## src/rtl/autoconfig_master.sv

```systemverilog
// Zorro II Autoconfig initiator: walks the $E8xxxx config chain, reads each board's ID,
// allocates a size-aligned base in the 64K window and writes it back (or shuts the board up).
module autoconfig_master #(
  parameter logic [7:0] BASE_START     = 8'hE9,
  parameter logic [7:0] BASE_END       = 8'hEF,
  parameter int         MAX_BOARDS     = 8,
  parameter int         TIMEOUT_CYCLES = 16
) (
  input  logic        CLK,
  input  logic        RESET_n,
  input  logic        start,
  output logic [23:1] ADDR,
  output logic        AS_n,
  output logic        UDS_n,
  output logic        RW,
  output logic [3:0]  DOUT,
  output logic        DOE,
  input  logic [3:0]  DIN,
  input  logic        DTACK_n,
  output logic        busy,
  output logic        done,
  output logic        err,
  output logic [3:0]  board_count,
  output logic [15:0] last_mfg,
  output logic [7:0]  last_prod,
  output logic [7:0]  last_base
);

  localparam int             WCW       = $clog2(TIMEOUT_CYCLES) + 1;
  localparam logic [WCW-1:0] WAIT_LAST = WCW'(TIMEOUT_CYCLES - 1);
  localparam logic [3:0]     MAX_B     = 4'(MAX_BOARDS);

  // Steps 0..7 are the ID reads; 8..10 are the possible configuration writes.
  localparam logic [3:0] STEP_LAST_READ = 4'd7;
  localparam logic [3:0] STEP_WR_LO     = 4'd8;
  localparam logic [3:0] STEP_WR_HI     = 4'd9;
  localparam logic [3:0] STEP_SHUTUP    = 4'd10;

  typedef enum logic [2:0] {S_IDLE, S_SETUP, S_STROBE, S_TERM, S_RECOVER} state_t;

  state_t          state_reg, state_next;
  logic [3:0]      step_reg, step_next;
  logic [WCW-1:0]  wait_reg, wait_next;
  logic            timeout_reg, timeout_next;
  logic [3:0]      loop_reg, loop_next;
  logic [8:0]      next_base_reg, next_base_next;
  logic [1:0]      type_hi_reg, type_hi_next;
  logic [2:0]      size_code_reg, size_code_next;
  logic [7:0]      prod_reg, prod_next;
  logic [15:0]     mfg_reg, mfg_next;
  logic [23:1]     addr_reg, addr_next;
  logic            as_n_reg, as_n_next;
  logic            uds_n_reg, uds_n_next;
  logic            rw_reg, rw_next;
  logic [3:0]      dout_reg, dout_next;
  logic            doe_reg, doe_next;
  logic            busy_reg, busy_next;
  logic            done_reg, done_next;
  logic            err_reg, err_next;
  logic [3:0]      board_count_reg, board_count_next;
  logic [15:0]     last_mfg_reg, last_mfg_next;
  logic [7:0]      last_prod_reg, last_prod_next;
  logic [7:0]      last_base_reg, last_base_next;

  logic [8:0] units, aligned;
  logic       valid, fit;
  logic       launch, board_end, end_scan;

  function automatic logic [7:0] step_index(input logic [3:0] s);
    case (s)
      4'd0:    return 8'h00;
      4'd1:    return 8'h01;
      4'd2:    return 8'h02;
      4'd3:    return 8'h03;
      4'd4:    return 8'h08;
      4'd5:    return 8'h09;
      4'd6:    return 8'h0A;
      4'd7:    return 8'h0B;
      4'd8:    return 8'h25;
      4'd9:    return 8'h24;
      default: return 8'h26;
    endcase
  endfunction

  // Allocation works in 9 bits so rounding past $FF cannot wrap back into the window.
  always_comb begin
    units   = (size_code_reg == 3'd0) ? 9'd128 : (9'd1 << (size_code_reg - 3'd1));
    aligned = (next_base_reg + units - 9'd1) & ~(units - 9'd1);
    fit     = (aligned + units - 9'd1) <= {1'b0, BASE_END};
    valid   = (type_hi_reg == 2'b11);
  end

  always_comb begin
    state_next       = state_reg;
    step_next        = step_reg;
    wait_next        = wait_reg;
    timeout_next     = timeout_reg;
    loop_next        = loop_reg;
    next_base_next   = next_base_reg;
    type_hi_next     = type_hi_reg;
    size_code_next   = size_code_reg;
    prod_next        = prod_reg;
    mfg_next         = mfg_reg;
    addr_next        = addr_reg;
    rw_next          = rw_reg;
    dout_next        = dout_reg;
    busy_next        = busy_reg;
    done_next        = 1'b0;
    err_next         = err_reg;
    board_count_next = board_count_reg;
    last_mfg_next    = last_mfg_reg;
    last_prod_next   = last_prod_reg;
    last_base_next   = last_base_reg;
    launch           = 1'b0;
    board_end        = 1'b0;
    end_scan         = 1'b0;

    case (state_reg)
      S_IDLE: begin
        if (start) begin
          busy_next        = 1'b1;
          err_next         = 1'b0;
          board_count_next = 4'd0;
          next_base_next   = {1'b0, BASE_START};
          loop_next        = 4'd0;
          step_next        = 4'd0;
          launch           = 1'b1;
        end
      end
      S_SETUP: begin
        wait_next    = '0;
        timeout_next = 1'b0;
        state_next   = S_STROBE;
      end
      S_STROBE: begin
        if (!DTACK_n) begin
          state_next = S_TERM;
          if (rw_reg) begin
            case (step_reg)
              4'd0:    type_hi_next   = DIN[3:2];
              4'd1:    size_code_next = DIN[2:0];
              4'd2:    prod_next[7:4] = ~DIN;
              4'd3:    prod_next[3:0] = ~DIN;
              4'd4:    mfg_next[15:12] = ~DIN;
              4'd5:    mfg_next[11:8]  = ~DIN;
              4'd6:    mfg_next[7:4]   = ~DIN;
              4'd7:    mfg_next[3:0]   = ~DIN;
              default: ;
            endcase
          end
        end else if (wait_reg == WAIT_LAST) begin
          timeout_next = 1'b1;
          state_next   = S_TERM;
        end else begin
          wait_next = wait_reg + WCW'(1);
        end
      end
      S_TERM: state_next = S_RECOVER;
      S_RECOVER: begin
        if (timeout_reg) begin
          // Silence on the first ID read just means the chain is exhausted.
          if (step_reg != 4'd0) err_next = 1'b1;
          end_scan = 1'b1;
        end else begin
          case (step_reg)
            STEP_LAST_READ: begin
              last_mfg_next  = mfg_reg;
              last_prod_next = prod_reg;
              if (valid && fit) begin
                step_next = STEP_WR_LO;
              end else begin
                step_next = STEP_SHUTUP;
                err_next  = 1'b1;
              end
              launch = 1'b1;
            end
            STEP_WR_LO: begin
              step_next = STEP_WR_HI;
              launch    = 1'b1;
            end
            STEP_WR_HI: begin
              last_base_next   = aligned[7:0];
              next_base_next   = aligned + units;
              board_count_next = board_count_reg + 4'd1;
              board_end        = 1'b1;
            end
            STEP_SHUTUP: board_end = 1'b1;
            default: begin
              step_next = step_reg + 4'd1;
              launch    = 1'b1;
            end
          endcase
        end
      end
      default: state_next = S_IDLE;
    endcase

    if (board_end) begin
      loop_next = loop_reg + 4'd1;
      if (board_count_next == MAX_B || loop_next == MAX_B) begin
        end_scan = 1'b1;
      end else begin
        step_next = 4'd0;
        launch    = 1'b1;
      end
    end

    if (end_scan) begin
      state_next = S_IDLE;
      busy_next  = 1'b0;
      done_next  = 1'b1;
    end

    if (launch) begin
      state_next = S_SETUP;
      addr_next  = {8'hE8, 7'd0, step_index(step_next)};
      rw_next    = (step_next < STEP_WR_LO);
      if (step_next == STEP_WR_LO)      dout_next = aligned[3:0];
      else if (step_next == STEP_WR_HI) dout_next = aligned[7:4];
      else                              dout_next = 4'd0;
    end

    as_n_next  = (state_next != S_STROBE);
    uds_n_next = (state_next != S_STROBE);
    doe_next   = (state_next == S_STROBE) && !rw_next;
  end

  always_ff @(posedge CLK or negedge RESET_n) begin
    if (!RESET_n) begin
      state_reg       <= S_IDLE;
      step_reg        <= 4'd0;
      wait_reg        <= '0;
      timeout_reg     <= 1'b0;
      loop_reg        <= 4'd0;
      next_base_reg   <= {1'b0, BASE_START};
      type_hi_reg     <= 2'd0;
      size_code_reg   <= 3'd0;
      prod_reg        <= 8'd0;
      mfg_reg         <= 16'd0;
      addr_reg        <= '0;
      as_n_reg        <= 1'b1;
      uds_n_reg       <= 1'b1;
      rw_reg          <= 1'b1;
      dout_reg        <= 4'd0;
      doe_reg         <= 1'b0;
      busy_reg        <= 1'b0;
      done_reg        <= 1'b0;
      err_reg         <= 1'b0;
      board_count_reg <= 4'd0;
      last_mfg_reg    <= 16'd0;
      last_prod_reg   <= 8'd0;
      last_base_reg   <= 8'd0;
    end else begin
      state_reg       <= state_next;
      step_reg        <= step_next;
      wait_reg        <= wait_next;
      timeout_reg     <= timeout_next;
      loop_reg        <= loop_next;
      next_base_reg   <= next_base_next;
      type_hi_reg     <= type_hi_next;
      size_code_reg   <= size_code_next;
      prod_reg        <= prod_next;
      mfg_reg         <= mfg_next;
      addr_reg        <= addr_next;
      as_n_reg        <= as_n_next;
      uds_n_reg       <= uds_n_next;
      rw_reg          <= rw_next;
      dout_reg        <= dout_next;
      doe_reg         <= doe_next;
      busy_reg        <= busy_next;
      done_reg        <= done_next;
      err_reg         <= err_next;
      board_count_reg <= board_count_next;
      last_mfg_reg    <= last_mfg_next;
      last_prod_reg   <= last_prod_next;
      last_base_reg   <= last_base_next;
    end
  end

  assign ADDR        = addr_reg;
  assign AS_n        = as_n_reg;
  assign UDS_n       = uds_n_reg;
  assign RW          = rw_reg;
  assign DOUT        = dout_reg;
  assign DOE         = doe_reg;
  assign busy        = busy_reg;
  assign done        = done_reg;
  assign err         = err_reg;
  assign board_count = board_count_reg;
  assign last_mfg    = last_mfg_reg;
  assign last_prod   = last_prod_reg;
  assign last_base   = last_base_reg;

endmodule

```

## config.mk

```make
export PLATFORM = sky130hd
export DESIGN_NAME = autoconfig_master
export DESIGN_NICKNAME = d
export VERILOG_FILES = /design/src/rtl/autoconfig_master.sv
export SDC_FILE = /design/constraint.sdc
export NUM_CORES = 1
export LEC_CHECK = 0
export ABC_CLOCK_PERIOD_IN_PS = 5200
export BUFFER_PORTS_ARGS = -buffer_cell sky130_fd_sc_hd__buf_2
export CAP_MARGIN = 15
export CORE_ASPECT_RATIO = 2
export CORE_UTILIZATION = 58
export DETAILED_ROUTE_END_ITERATION = 10
export PLACE_DENSITY_LB_ADDON = 0.2
export SLEW_MARGIN = 0
export SYNTH_ARGS = -nofsm -noshare
export SYNTH_HDL_FRONTEND = slang
export SYNTH_SLANG_ARGS = --single-unit
```

## constraint.sdc

```tcl
create_clock -name CLK -period 5.2 [get_ports CLK]
set_input_delay 0.78 -clock CLK [delete_from_list [all_inputs] [get_ports CLK]]
set_output_delay 0.78 -clock CLK [all_outputs]
set_load 0.005 [all_outputs]
```

* Word-level counts from Yosys, hierarchy flattened
Memories as Yosys holds them, arrays and structs flattened. A register that Yosys moved wholly into a read port is not among the register bits.
Index checks and enable logic that the tools add are counted.
** Word-level totals
- Flip-flop bits (word level) :: 110
- Memory bits (read-only) :: 80
- Input bits :: 8
- Output and inout bits :: 70
- Logic and storage cells :: 165
- Memories kept :: 1
** Cells by class
- $add $sub $neg :: 10
- Order comparisons :: 2
- Eq/ne operators :: 31
- Shifts and indexed selects :: 1
- Mux-type cells :: 56
- Bitwise logic cells :: 5
- Reduce and logical (&&, ||, !) cells :: 33
** Memory list
- (name not given) :: words 16, width 5, read ports 1, clocked after Yosys merged registers in 1, wr ports 0, RTL line 70 : case (s)
** Operators by type and width (number)
- 2-to-1 mux 4 bit :: 12
- 2-to-1 mux 9 bit :: 4
- AND reduction 4 bit :: 9
- equality test 4 bit (second input constant) :: 7
- subtractor 9 x 1 -> 9 bit (second input constant) :: 3
- 2-to-1 mux 1 bit :: 24
- adder 9 bit :: 2
- case mux 9 bit (2 select lines) :: 1
- equality test 4 x 3 -> 1 bit (second input constant) :: 4
- case mux 4 bit (2 select lines) :: 2
- adder 4 x 1 -> 4 bit (second input constant) :: 3
- 2-to-1 mux 3 bit :: 4
- case mux 3 bit (4 select lines) :: 1
- case mux 4 bit (3 select lines) :: 1
- AND reduction 3 bit :: 4
- nonzero test 2 bit :: 6
- 2-to-1 mux 5 bit :: 2
- inequality test 2 bit (second input constant) :: 5
- case mux 5 bit (2 select lines) :: 1
- bitwise AND 9 bit :: 1
- equality test 3 x 2 -> 1 bit (second input constant) :: 3
- <= comparator 9 x 8 -> 1 bit (second input constant) :: 1
- inequality test 3 bit (second input constant) :: 3
- NOT 9 bit :: 1
- 25 further kinds :: 34

* Logic depth before layout (Yosys ltp)
Gate-level depths: netlist (run 1).
- Depth in word-level cells :: 20
- Gate-level depth with buffers :: 22
- Mapped depth without buffers :: 21

* Least setup slack after synthesis (run 1)
OpenSTA, ideal clock, no wires.
- Kind :: reg-to-reg
- From :: register size_code_reg[2]
- To :: register dout_reg[2] (netlist: DOUT[2])
- Setup time :: 122 ps
- Arrival time :: 4304 ps
- Data required time :: 5078 ps
- Setup slack :: 775 ps
- Cell stages (with the launch flop) :: 19
- Buffers on the path :: 1
- Clock period less this slack :: 4425 ps
- Cells stage by stage :: dfrtp_1 clkbuf_1 inv_1 or3_1 ha_1 inv_1 ha_1 a21o_1 a21oi_1 xor2_1 nor3_1 ha_1 or2_2 and2_1 nor4_1 o221ai_1 o2111a_1 nand2b_4 a32o_1
** Between the ends
- Longest elaborated chain between the ends :: 19
- Elaborated cells between the ends (all ways) :: 23
- Classes of those cells :: add/sub (6); order compare (1); eq/ne (2); shift (1); mux (9); bitwise (2); reduce/logical (2)
** RTL lines
- start, declared :: RTL line 48 : logic [2:0] size_code_reg, size_code_next;
- start signal, assigned :: RTL line 261 : size_code_reg <= size_code_next;
- subtractor 3 x 1 -> 3 bit :: RTL line 87 : units = (size_code_reg == 3'd0) ? 9'd128 : (9'd1 << (size_code_reg - 3'd1));
- << shifter 1 x 3 -> 9 bit :: RTL line 87
- 2-to-1 mux 9 bit * :: RTL line 87
- adder 9 bit / subtractor 9 x 1 -> 9 bit (equally long branches) :: RTL line 88 : aligned = (next_base_reg + units - 9'd1) & ~(units - 9'd1);
- subtractor 9 x 1 -> 9 bit / NOT 9 bit (equally long branches) :: RTL line 88
- bitwise AND 9 bit * :: RTL line 88
- net aligned[5] :: RTL line 65 : logic [8:0] units, aligned;
- adder 9 bit * :: RTL line 89 : fit = (aligned + units - 9'd1) <= {1'b0, BASE_END};
- [... 4 more ...]
- case mux 4 bit (3 select lines) * :: RTL line 165 : case (step_reg)
- 2-to-1 mux 4 bit * :: RTL line 160 : if (timeout_reg) begin
- case mux 4 bit (2 select lines) * :: RTL line 118 : case (state_reg)
- 2-to-1 mux 4 bit :: RTL line 200 : if (board_count_next == MAX_B || loop_next == MAX_B) begin
- 2-to-1 mux 4 bit * :: RTL line 198 : if (board_end) begin
- equality test 4 bit :: RTL line 219 : else if (step_next == STEP_WR_HI) dout_next = aligned[7:4];
- 2-to-1 mux 4 bit :: RTL line 219
- 2-to-1 mux 4 bit * :: RTL line 218 : if (step_next == STEP_WR_LO) dout_next = aligned[3:0];
- end signal, assigned :: RTL line 268 : dout_reg <= dout_next;
- end, declared :: RTL line 55 : logic [3:0] dout_reg, dout_next;
The timed path passes the listed nets; every way through them passes the cells marked *.
A chain may end at the register's enable or synchronous reset.

* Final worst setup path (run 1)
- From :: register size_code_reg[1]
- To :: register err_reg (netlist: err)
** Between the ends
- Longest elaborated chain between the ends :: 12
- Elaborated cells between the ends (all ways) :: 15
- Classes of those cells :: add/sub (6); order compare (1); eq/ne (1); shift (1); mux (1); bitwise (2); reduce/logical (3)
** RTL lines
- subtractor 3 x 1 -> 3 bit :: RTL line 87
- << shifter 1 x 3 -> 9 bit :: RTL line 87
- 2-to-1 mux 9 bit * :: RTL line 87
- adder 9 bit / subtractor 9 x 1 -> 9 bit (equally long branches) :: RTL line 88
- subtractor 9 x 1 -> 9 bit / NOT 9 bit (equally long branches) :: RTL line 88
- bitwise AND 9 bit * :: RTL line 88
- net aligned[5] :: RTL line 65
- adder 9 bit * :: RTL line 89
- subtractor 9 x 1 -> 9 bit * :: RTL line 89
- <= comparator 9 x 8 -> 1 bit * :: RTL line 89
- logical AND 1 bit * :: RTL line 169 : if (valid && fit) begin
- inequality test 3 bit (no source line) *
- AND reduction 5 bit (no source line) *
- end signal, assigned :: RTL line 272 : err_reg <= err_next;
- end, declared :: RTL line 59 : logic err_reg, err_next;
Marked as above.

==> results of run 1 <==
==> worst max path at each step <==
stage	endpoint	cells after the start
floorplan	DOUT[2]$_DFFE_PN0P_	18
finish	err$_DFFE_PN0P_	19
global route	DOUT[3]$_DFFE_PN0P_	20
detailed placement	DOUT[3]$_DFFE_PN0P_	18
CTS	DOUT[3]$_DFFE_PN0P_	18
global placement	DOUT[2]$_DFFE_PN0P_	18
==> cell type report <==
class                      instances  area (sq um)  share of cell area [%]
clock buffer                       9           225                    3.40
clock inverter                     7          60.1                   0.905
inverter                          41           154                    2.32
multi-input combinational        445          3010                    45.3
sequential                       106          2660                    40.1
tap                              135           169                    2.55
timing repair buffer              68           355                    5.36
==> repair_timing <==
item | CTS | global route
endpoints found under the setup margin | 0 | 8
hold buffers | 0 | 0
resized for setup | 0 | 4
==> layout by cell type (no fill, tap or decap), types with 3 or more instances in the layout <==
cell       Yosys  routed
dfrtp_1       99      99
nand2_1       81      81
o21ai_0       69      68
buf_2          6      62
inv_1         41      41
nor2_1        37      37
mux2_2        31      31
ha_1          30      30
nand3_1       19      19
conb_1         1      14
xnor2_1       13      13
a21oi_1       12      12
nor2b_1        9       9
clkbuf_16      0       9
and2_1         8       8
nor3_1         9       8
dfstp_2        7       7
and3_1         7       7
a31oi_1        6       6
o21a_1         6       6
buf_4         19       6
mux2i_1        5       5
nand2b_1       5       5
xor2_1         4       4
o211ai_1       4       4
a22o_1         4       4
nor3b_1        3       3
or3_1          3       3
or2_2          3       3
o221ai_1       3       3
o22ai_1        3       3
a32o_1         3       3
==> metal layers <==
metal,global-route usage (%),up-vias,share of wire (%),routed length [um]
li1,-,2243,-,-
met1,29.5,2302,35,5020
met2,53.1,120,57,8070
met3,3.46,52,2.8,406
met4,16.6,0,5.3,760
met5,0,-,0,0
==> per-stage QoR <==
stage | cell area (sq um) | utilization [%]
after global routing | 6630 | 65.8
after global placement | 6330 | 62.8
after detailed placement | 6330 | 62.8
after CTS | 6610 | 65.6
final | 6630 | 65.8
after floorplan | 6040 | -
==> worst max-delay path: stages, from the launching register on <==
cell and delay [ns]:
dfrtp_1 0.53, nor2b_1 0.23, nand2_1 0.14, ha_1 0.29, inv_1 0.04, ha_1 0.23, fa_1 0.45, a21o_1 0.18
a21oi_1 0.16, xor2_1 0.11, nor3_2 0.27, ha_1 0.34, or2_2 0.34, o311a_1 0.18, a2bb2oi_1 0.17, a21oi_1 0.15
or2_0 0.27, nor4b_1 0.34, a31oi_1 0.11, a41o_1 0.25
==> cells by family after synthesis <==
logic type      synth area share, %
compound gates                 16.1
xor+xnor                       2.76
fa+ha+maj                      6.93
buf+inv                        6.52
flops                          44.4
mux                            6.66
other cells                  0.0626
simple gates                   16.6
==> power groups by stage <==
| stage | clock network [mW] | logic, mW | registers, mW |
|---|---|---|---|
| 5_1_grt | 0.691 | 1.51 | 1.06 |
| 6_report | 0.648 | 1.38 | 1.04 |
| 2_1_floorplan | 0 | 1.03 | 0.989 |
| 3_3_place_gp | 0 | 1.30 | 1.05 |
| 4_1_cts | 0.660 | 1.34 | 1.04 |
| 3_5_place_dp | 0 | 1.34 | 1.06 |
==> impl_metrics.env, run 1 <==
export IMPL_area_growth_pct=10.7
export IMPL_relSlewSlack_pct=24.7
export IMPL_synth_top_area_share_pct=41.3
export IMPL_whs_path_depth=2
export IMPL_cp_start_kind="flip-flop"
export IMPL_vias=4717
export IMPL_worst_slew_pin_slew_ns=1.13
export IMPL_yosysWarnings=0
export IMPL_pin_count=78
export IMPL_grt_pass1_wl_mm=23.3
export IMPL_start_util_pct=59.4
export IMPL_rr_endpoint="err$_DFFE_PN0P_"
export IMPL_hold_end="mfg_reg[7]$_DFFE_PN0P_"
export IMPL_synth_edf_count=0
export IMPL_cts_sinks=106
export IMPL_ys_flop_type="dfrtp_1"
export IMPL_rsz0062_at_grt="false"
export IMPL_synth_area_leaders="dfrtp_1 41%, ha_1 6.3%, mux2_2 5.8%"
export IMPL_min_period_over_period_pct=93.9
export IMPL_routed_wl_mm=14.3
export IMPL_finClkSkew_ns=0.0110
export IMPL_cts_setup_buffers=0
export IMPL_wl_per_cell_um=17.6
export IMPL_fin_cells=811
export IMPL_syn_inst=619
export IMPL_cts_buffers_inserted=9
export IMPL_final_layout_size_suffix_gt1_share_pct=21.2
export IMPL_clk_pin_slew_ns=0.08
export IMPL_reg2regPathDepth=19
export IMPL_p_seq_share_pct=34.0
export IMPL_die_area_sq_mm=0.0108
export IMPL_p_leak_nw=3.27
export IMPL_drc=0
export IMPL_hold_path_class="flip-flop to flip-flop"
export IMPL_max_clock_freq_mhz=205
export IMPL_drtPass1Iterations=4
export IMPL_syn_area_per_cell_sq_um=9.68
export IMPL_cp_data_required_time_ns=5.43
export IMPL_crit_arrival_ns=5.12
export IMPL_ys_ff_latch=106
export IMPL_gp_congestion=0.906
export IMPL_rows=52
export IMPL_power_frac_comb_pct=44.8
export IMPL_synth_most_common_cell="dfrtp_1"
export IMPL_ant_nets=0
export IMPL_worstPathMaxFanout=12
export IMPL_n_antenna_cell=0
export IMPL_dp_hpwl_mm=11.2
export IMPL_p_sw_share_pct=41.3
export IMPL_place_ws_ns=0.0853
export IMPL_rr_startpoint="size_code_reg[1]$_DFFE_PN0P_"
export IMPL_hold_start="mfg_reg[7]$_DFFE_PN0P_"
export IMPL_antenna_found_initial=0
export IMPL_dp_cells=795
export IMPL_seq_area_frac_synth_pct=44.4
export IMPL_cts_max_level=3
export IMPL_outcome="complete, no violations"
export IMPL_cts_tree="done"
export IMPL_setup_ws_ns=0.317
export IMPL_synth_top_cells_by_count="99 x dfrtp_1, 81 x nand2_1, 69 x o21ai_0, 41 x inv_1, 37 x nor2_1"
export IMPL_synthArstFlopShare_pct=100
export IMPL_clockBufferDepth=2
export IMPL_yosysTopAreaCell="dfrtp_1"
export IMPL_portBuffers=63
export IMPL_coreArea_sq_mm=0.0101
export IMPL_crit_path_start="size_code_reg[1]$_DFFE_PN0P_"
export IMPL_fin_crit_ns=4.88
export IMPL_power_switching_mw=1.27
export IMPL_syn_area_sq_mm=0.00599
export IMPL_fillerInstances=827
export IMPL_crit_type="flip-flop to flip-flop"
export IMPL_internal_power_mw=1.80
export IMPL_power_total_mw=3.07
export IMPL_ir_worst_vdd_mv=0.294
export IMPL_dieHeight_um=146
export IMPL_grtUsageTotal_pct=28.7
export IMPL_power_density_mw_per_mm2=462
export IMPL_setup_viol=0
export IMPL_fin_nets=711
export IMPL_hold_viol=0
export IMPL_reg2reg_slack_ns=0.32
export IMPL_maxCapViolations=0
export IMPL_gr_total_overflow=0
export IMPL_end_kind="flip-flop"
export IMPL_grt_max_degree=62
export IMPL_hold_ws_ns=0.474
export IMPL_final_max_slew_viol_count=0
export IMPL_viasPerCell=5.82
export IMPL_clkLatencyLatePin_ns=0.35
export IMPL_drt_initial_drc_count=289
export IMPL_setup_tns_ns=0
export IMPL_clkPwrFrac_pct=21.1
export IMPL_grt_pass1_vias=4730
export IMPL_ys_types=76
export IMPL_root_buffer="clkbuf_16"
export IMPL_die_x_um=73.9
No activity file was read; power rests on OpenSTA's default activity.
==> run 2: changes to the inputs <==
--- a/config.mk
+++ b/config.mk
@@ -9,7 +9,8 @@
 export BUFFER_PORTS_ARGS = -buffer_cell sky130_fd_sc_hd__buf_2
 export CAP_MARGIN = 15
 export CORE_ASPECT_RATIO = 2
-export CORE_UTILIZATION = 58
+export CORE_UTILIZATION = 60
+export CTS_BUF_LIST = sky130_fd_sc_hd__clkbuf_4 sky130_fd_sc_hd__clkbuf_8
 export DETAILED_ROUTE_END_ITERATION = 10
 export PLACE_DENSITY_LB_ADDON = 0.2
 export SLEW_MARGIN = 0
==> run 2 against run 1 <==
Total power is 3.4% lower. Sequential share of layout area rose by 0.39 points. Flip-flop and latch count stayed put. Fmax rose by 1.5%. Die area decreased by 3.3%. Wire length rose by 0.53%. Setup slack improved by 0.070 ns. Core utilization grew 2.0 points. Critical path depth grew 1. Clock skew about the same. Critical path type unchanged. Highest routed layer unchanged.
==> impl_metrics.env, run 2 (synthesis results as in run 1) <==
export IMPL_clkLatencyLatePin_ns=0.37
export IMPL_power_frac_comb_pct=46.7
export IMPL_max_clock_freq_mhz=208
export IMPL_drt_initial_drc_count=363
export IMPL_grt_pass1_wl_mm=22.6
export IMPL_power_density_mw_per_mm2=451
export IMPL_ir_worst_vdd_mv=0.290
export IMPL_min_period_over_period_pct=92.5
export IMPL_coreArea_sq_mm=0.00970
export IMPL_dr_wl_met2_mm=8.10
export IMPL_final_max_slew_viol_count=0
export IMPL_end_kind="flip-flop"
export IMPL_setup_ws_ns=0.388
export IMPL_clockBufferDepth=2
export IMPL_hold_end="last_base[7]$_DFFE_PN0P_"
export IMPL_setup_viol=0
export IMPL_rr_startpoint="size_code_reg[0]$_DFFE_PN0P_"
export IMPL_clk_pin_slew_ns=0.10
export IMPL_dieHeight_um=143
export IMPL_fin_nets=711
export IMPL_finClkSkew_ns=0.0106
export IMPL_pin_count=78
export IMPL_root_buffer="clkbuf_8"
export IMPL_cts_tree="done"
export IMPL_cts_max_level=3
export IMPL_fin_crit_ns=4.81
export IMPL_viasPerCell=5.79
export IMPL_layout_commonest_cell="dfrtp_1"
export IMPL_rr_endpoint="DOUT[2]$_DFFE_PN0P_"
export IMPL_cts_buffers_inserted=9
export IMPL_relSlewSlack_pct=45.2
export IMPL_ant_nets=0
export IMPL_drc=0
export IMPL_internal_power_mw=1.71
export IMPL_met1_length_mm=5.19
export IMPL_whs_path_depth=2
export IMPL_power_switching_mw=1.25
export IMPL_p_sw_share_pct=42.3
export IMPL_portBuffers=63
export IMPL_antenna_found_initial=0
export IMPL_grtUsageTotal_pct=28.9
export IMPL_cts_setup_buffers=0
export IMPL_worst_slew_pin_slew_ns=0.823
export IMPL_drtPass1Iterations=4
export IMPL_area_growth_pct=9.67
export IMPL_reg2regPathDepth=20
export IMPL_clkPwrFrac_pct=18.0
export IMPL_cts_hold_buf=0
export IMPL_crit_arrival_ns=5.07
export IMPL_wl_per_cell_um=17.7
export IMPL_vias=4676
export IMPL_cp_start_kind="flip-flop"
export IMPL_p_leak_nw=3.25
export IMPL_maxCapViolations=0
export IMPL_p_seq_share_pct=35.3
export IMPL_grt_pass1_vias=4732
export IMPL_start_util_pct=61.8
export IMPL_worstPathMaxFanout=11
export IMPL_outcome="complete, no violations"
export IMPL_die_area_sq_mm=0.0104
export IMPL_hold_path_class="flip-flop to flip-flop"
export IMPL_final_layout_size_suffix_gt1_share_pct=21.3
export IMPL_dp_hpwl_mm=11.1
export IMPL_hold_viol=0
export IMPL_gp_congestion=0.960
export IMPL_cts_sinks=106
export IMPL_hold_start="last_base[7]$_DFFE_PN0P_"
export IMPL_setup_tns_ns=0
export IMPL_reg2reg_slack_ns=0.39
export IMPL_die_x_um=72.7
export IMPL_crit_type="flip-flop to flip-flop"
export IMPL_wl_met3_um=356
export IMPL_grt_max_degree=67
export IMPL_gr_total_overflow=0
export IMPL_n_antenna_cell=0
export IMPL_place_ws_ns=0.226
export IMPL_rows=51
export IMPL_routed_wl_mm=14.3
export IMPL_most_common_layout_cells="98 x dfrtp_1, 81 x nand2_1, 69 x o21ai_0, 62 x buf_2, 41 x inv_1"
export IMPL_topRoutingLayerUsed="met4"
export IMPL_rsz0062_at_grt="false"
export IMPL_cp_data_required_time_ns=5.46
[run 2: changes by cell type in the layout (fill, tap and decap cells not counted), moves of 2 or more]
cell | before | now
clkbuf_8 | 0 | 10
clkbuf_16 | 9 | 0
clkinvlp_4 | 2 | 0
inv_8 | 2 | 0
[run 2: power by group through the flow]
stage	sequential (mW)	clock (mW)	combinational [mW]
3_3_place_gp	1.05	0	1.30
5_1_grt	1.06	0.573	1.52
4_1_cts	1.04	0.537	1.34
2_1_floorplan	0.989	0	1.03
3_5_place_dp	1.06	0	1.33
6_report	1.05	0.532	1.38
[run 2: cell type report]
class                      instances  area (sq um)
clock buffer                      11           145
fill                             813          3130
clock inverter                     5          61.3
tap                              132           165
timing repair buffer              68           375
inverter                          41           154
multi-input combinational        445          3010
sequential                       106          2660
[run 2: how the worst max path moves through the flow]
| stage | end | depth (start not counted) | start | slack (ns) |
|---|---|---|---|---|
| after global placement | DOUT[3]$_DFFE_PN0P_ | 18 | size_code_reg[1]$_DFFE_PN0P_ | 0.34 |
| final | DOUT[2]$_DFFE_PN0P_ | 20 | size_code_reg[0]$_DFFE_PN0P_ | 0.39 |
| after detailed placement | DOUT[2]$_DFFE_PN0P_ | 18 | size_code_reg[1]$_DFFE_PN0P_ | 0.23 |
| after global routing | err$_DFFE_PN0P_ | 19 | size_code_reg[0]$_DFFE_PN0P_ | 0.02 |
| after floorplan | DOUT[2]$_DFFE_PN0P_ | 18 | size_code_reg[2]$_DFFE_PN0P_ | 0.77 |
| after CTS | DOUT[2]$_DFFE_PN0P_ | 18 | size_code_reg[1]$_DFFE_PN0P_ | 0.17 |
[run 2: per-stage QoR]
step                      hold WS (ns)  utilization [%]  instance area [sq um]  total power [mW]  cells
after floorplan                  0.444                -                   6040              2.02    632
after global placement           0.457             65.1                   6320              2.35    791
after detailed placement         0.466             65.1                   6320              2.39    791
after CTS                        0.490             67.3                   6520              2.92    807
after global routing             0.507             67.8                   6570              3.15    808
final                            0.483             67.8                   6570              2.96    808
[run 2: critical path, stage by stage (launching register included)]
cell and delay, ns:
dfrtp_1 0.55, nand2_1 0.17, nor2_1 0.24, inv_1 0.08, ha_1 0.27, inv_1 0.06
fa_1 0.47, a21o_1 0.18, a21oi_1 0.17, xor2_1 0.22, nor3_2 0.10, ha_1 0.38
nor2_1 0.09, a21boi_0 0.25, a32oi_1 0.13, a211o_1 0.31, a32oi_2 0.33, nor3_1 0.10
a31oi_2 0.25, nand2b_4 0.11, a32o_1 0.23
[run 2: timing repair]
| item | CTS | global route |
|---|---|---|
| endpoints found under the setup margin | 0 | 8 |
| resized for setup | 0 | 4 |
| hold endpoints to repair | 0 | 0 |
[run 2: routing by layer]
| layer | track usage, % | up-vias |
|---|---|---|
| met5 | 0 | - |
| met4 | 17.5 | 0 |
| met2 | 54.1 | 114 |
| met3 | 3.86 | 38 |
| li1 | - | 2234 |
| met1 | 29.5 | 2290 |
==> run 3: changes to the inputs <==
--- a/config.mk
+++ b/config.mk
@@ -6,12 +6,12 @@
 export NUM_CORES = 1
 export LEC_CHECK = 0
 export ABC_CLOCK_PERIOD_IN_PS = 5200
-export BUFFER_PORTS_ARGS = -buffer_cell sky130_fd_sc_hd__buf_2
 export CAP_MARGIN = 15
 export CORE_ASPECT_RATIO = 2
-export CORE_UTILIZATION = 60
+export CORE_UTILIZATION = 65
 export CTS_BUF_LIST = sky130_fd_sc_hd__clkbuf_4 sky130_fd_sc_hd__clkbuf_8
 export DETAILED_ROUTE_END_ITERATION = 10
+export DONT_BUFFER_PORTS = 1
 export PLACE_DENSITY_LB_ADDON = 0.2
 export SLEW_MARGIN = 0
 export SYNTH_ARGS = -nofsm -noshare
==> run 3 against run 2 <==
Core utilization is 1.1 points higher. Via count is 4.9% lower. Sequential share of layout area is 2.7 points higher. Clock power is 9.0% lower. Final cell count is 12% lower.
==> impl_metrics.env, run 3 (synthesis results as in run 1) <==
export IMPL_most_common_layout_cells="99 x dfrtp_1, 81 x nand2_1, 68 x o21ai_0, 41 x inv_1, 37 x nor2_1"
export IMPL_min_period_over_period_pct=93.7
export IMPL_dpl_cell_area_sq_mm=0.00596
export IMPL_area_growth_pct=2.80
export IMPL_die_x_um=69.9
export IMPL_p_leak_nw=2.91
export IMPL_hold_viol=0
export IMPL_worst_slew_pin_slew_ns=1.13
export IMPL_drtPass1Iterations=5
export IMPL_relSlewSlack_pct=24.8
export IMPL_power_density_mw_per_mm2=468
export IMPL_viasPerCell=6.23
export IMPL_coreArea_sq_mm=0.00895
export IMPL_routed_wl_mm=14.1
export IMPL_cts_hold_buf=0
export IMPL_power_total_mw=2.88
export IMPL_cts_sinks=106
export IMPL_hold_path_class="input pin to asynchronous set/reset pin"
export IMPL_grt_max_degree=107
export IMPL_p_seq_share_pct=36.6
export IMPL_power_switching_mw=1.26
export IMPL_seq_area_sq_mm=0.00266
export IMPL_ir_worst_vdd_mv=0.440
export IMPL_cp_data_required_time_ns=5.46
export IMPL_max_clock_freq_mhz=205
export IMPL_rsz0062_at_grt="false"
export IMPL_fillerInstances=722
export IMPL_reg2reg_slack_ns=0.33
export IMPL_worstPathMaxFanout=12
export IMPL_clkLatencyLatePin_ns=0.37
export IMPL_portBuffers=0
export IMPL_ant_nets=0
export IMPL_clkPwrFrac_pct=16.8
export IMPL_maxCapViolations=0
export IMPL_gp_congestion=0.943
export IMPL_setup_viol=0
export IMPL_outcome="complete, no violations"
export IMPL_dp_hpwl_mm=10.9
export IMPL_drc=0
export IMPL_final_cell_area_sq_mm=0.00616
export IMPL_grt_pass1_wl_mm=22.4
export IMPL_cts_max_level=3
export IMPL_fin_cells=714
export IMPL_root_buffer="clkbuf_8"
export IMPL_vias=4449
export IMPL_internal_power_mw=1.62
export IMPL_grt_pass1_vias=4497
export IMPL_dp_cells=698
export IMPL_die_area_sq_mm=0.00963
export IMPL_power_frac_comb_pct=46.6
export IMPL_final_max_slew_viol_count=0
export IMPL_end_kind="flip-flop"
export IMPL_clk_pin_slew_ns=0.11
export IMPL_start_util_pct=66.9
export IMPL_grtUsageTotal_pct=30.4
export IMPL_wl_per_cell_um=19.8
export IMPL_rows=49
export IMPL_crit_type="flip-flop to flip-flop"
export IMPL_setup_tns_ns=0
export IMPL_fin_crit_ns=4.87
export IMPL_finClkSkew_ns=0.0102
export IMPL_post_route_util_pct=68.8
export IMPL_pin_count=78
export IMPL_drt_initial_drc_count=276
export IMPL_cts_tree="done"
export IMPL_clockBufferDepth=2
export IMPL_dieHeight_um=138
export IMPL_crit_arrival_ns=5.14
export IMPL_cp_start_kind="flip-flop"
export IMPL_multiInputGateArea_sq_mm=0.00300
export IMPL_fin_nets=647
export IMPL_n_antenna_cell=0
export IMPL_cts_buffers_inserted=9
export IMPL_antenna_found_initial=0
export IMPL_layout_commonest_cell="dfrtp_1"
export IMPL_p_sw_share_pct=43.8
export IMPL_final_layout_size_suffix_gt1_share_pct=12.7
export IMPL_gr_total_overflow=0
## run 3: per-layer routing
metal	part of all wire (%)	wire, um	GRT usage [%]
met1	35	4920	30.4
met2	56	7960	57.6
met4	5.8	816	19.2
met5	0	0	0
met3	2.9	414	4.32
## run 3: power groups by stage
stage | clock, mW | sequential (mW) | combinational (mW)
5_1_grt | 0.521 | 1.07 | 1.46
3_5_place_dp | 0 | 1.07 | 1.30
4_1_cts | 0.488 | 1.05 | 1.30
6_report | 0.484 | 1.06 | 1.34
2_1_floorplan | 0 | 0.989 | 1.03
3_3_place_gp | 0 | 1.06 | 1.26
## run 3: path summary, 6_finish.rpt
check | start | end | cells past startpoint
max | size_code_reg[1]$_DFFE_PN0P_ | err$_DFFE_PN0P_ | 18
min | RESET_n | last_mfg[0]$_DFFE_PN0P_ | 0
max reg2reg | size_code_reg[1]$_DFFE_PN0P_ | err$_DFFE_PN0P_ | 18
min reg2reg | mfg_reg[15]$_DFFE_PN0P_ | mfg_reg[15]$_DFFE_PN0P_ | 2
max in group asynchronous | RESET_n | next_base_reg[0]$_DFFE_PN1P_ | 0
min in group CLK | mfg_reg[15]$_DFFE_PN0P_ | mfg_reg[15]$_DFFE_PN0P_ | 2
## run 3: worst max-delay path, stage by stage (launching register included)
cell     delay, ns
dfrtp_1       0.56
nor2b_1       0.22
nand2_1       0.13
ha_1          0.29
inv_1         0.04
ha_1          0.22
fa_1          0.43
a21o_1        0.18
a21oi_1       0.16
xor2_1        0.10
nor3_1        0.29
ha_1          0.35
or2_2         0.35
and2_1        0.17
o31a_1        0.14
nor4_1        0.48
nor4b_1       0.32
a31oi_1       0.09
a41o_1        0.24
## run 3: layout make-up
type                    count  area share (%)
clock buffers               9            2.01
clock inverters             7           0.975
flip-flops and latches    106            43.2
multi-input cells         445            48.8
inverters                  41            2.50
well taps                 102            2.07
repair buffers              4           0.488
## run 3: per-stage QoR
step / hold slack, ns / setup WS (ns)
after floorplan: 0.444 / 0.775
after global placement: 0.458 / 0.447
after detailed placement: 0.470 / 0.353
after CTS: 0.0816 / 0.289
after global routing: 0.0656 / 0.0521
final: 0.0860 / 0.328
## run 3: timing repair
item | 4_1_cts | 5_1_grt
setup endpoints to repair | 0 | 7
buffers inserted | 0 | 0
hold endpoints to repair | 0 | 0
gates resized for setup | 0 | 3
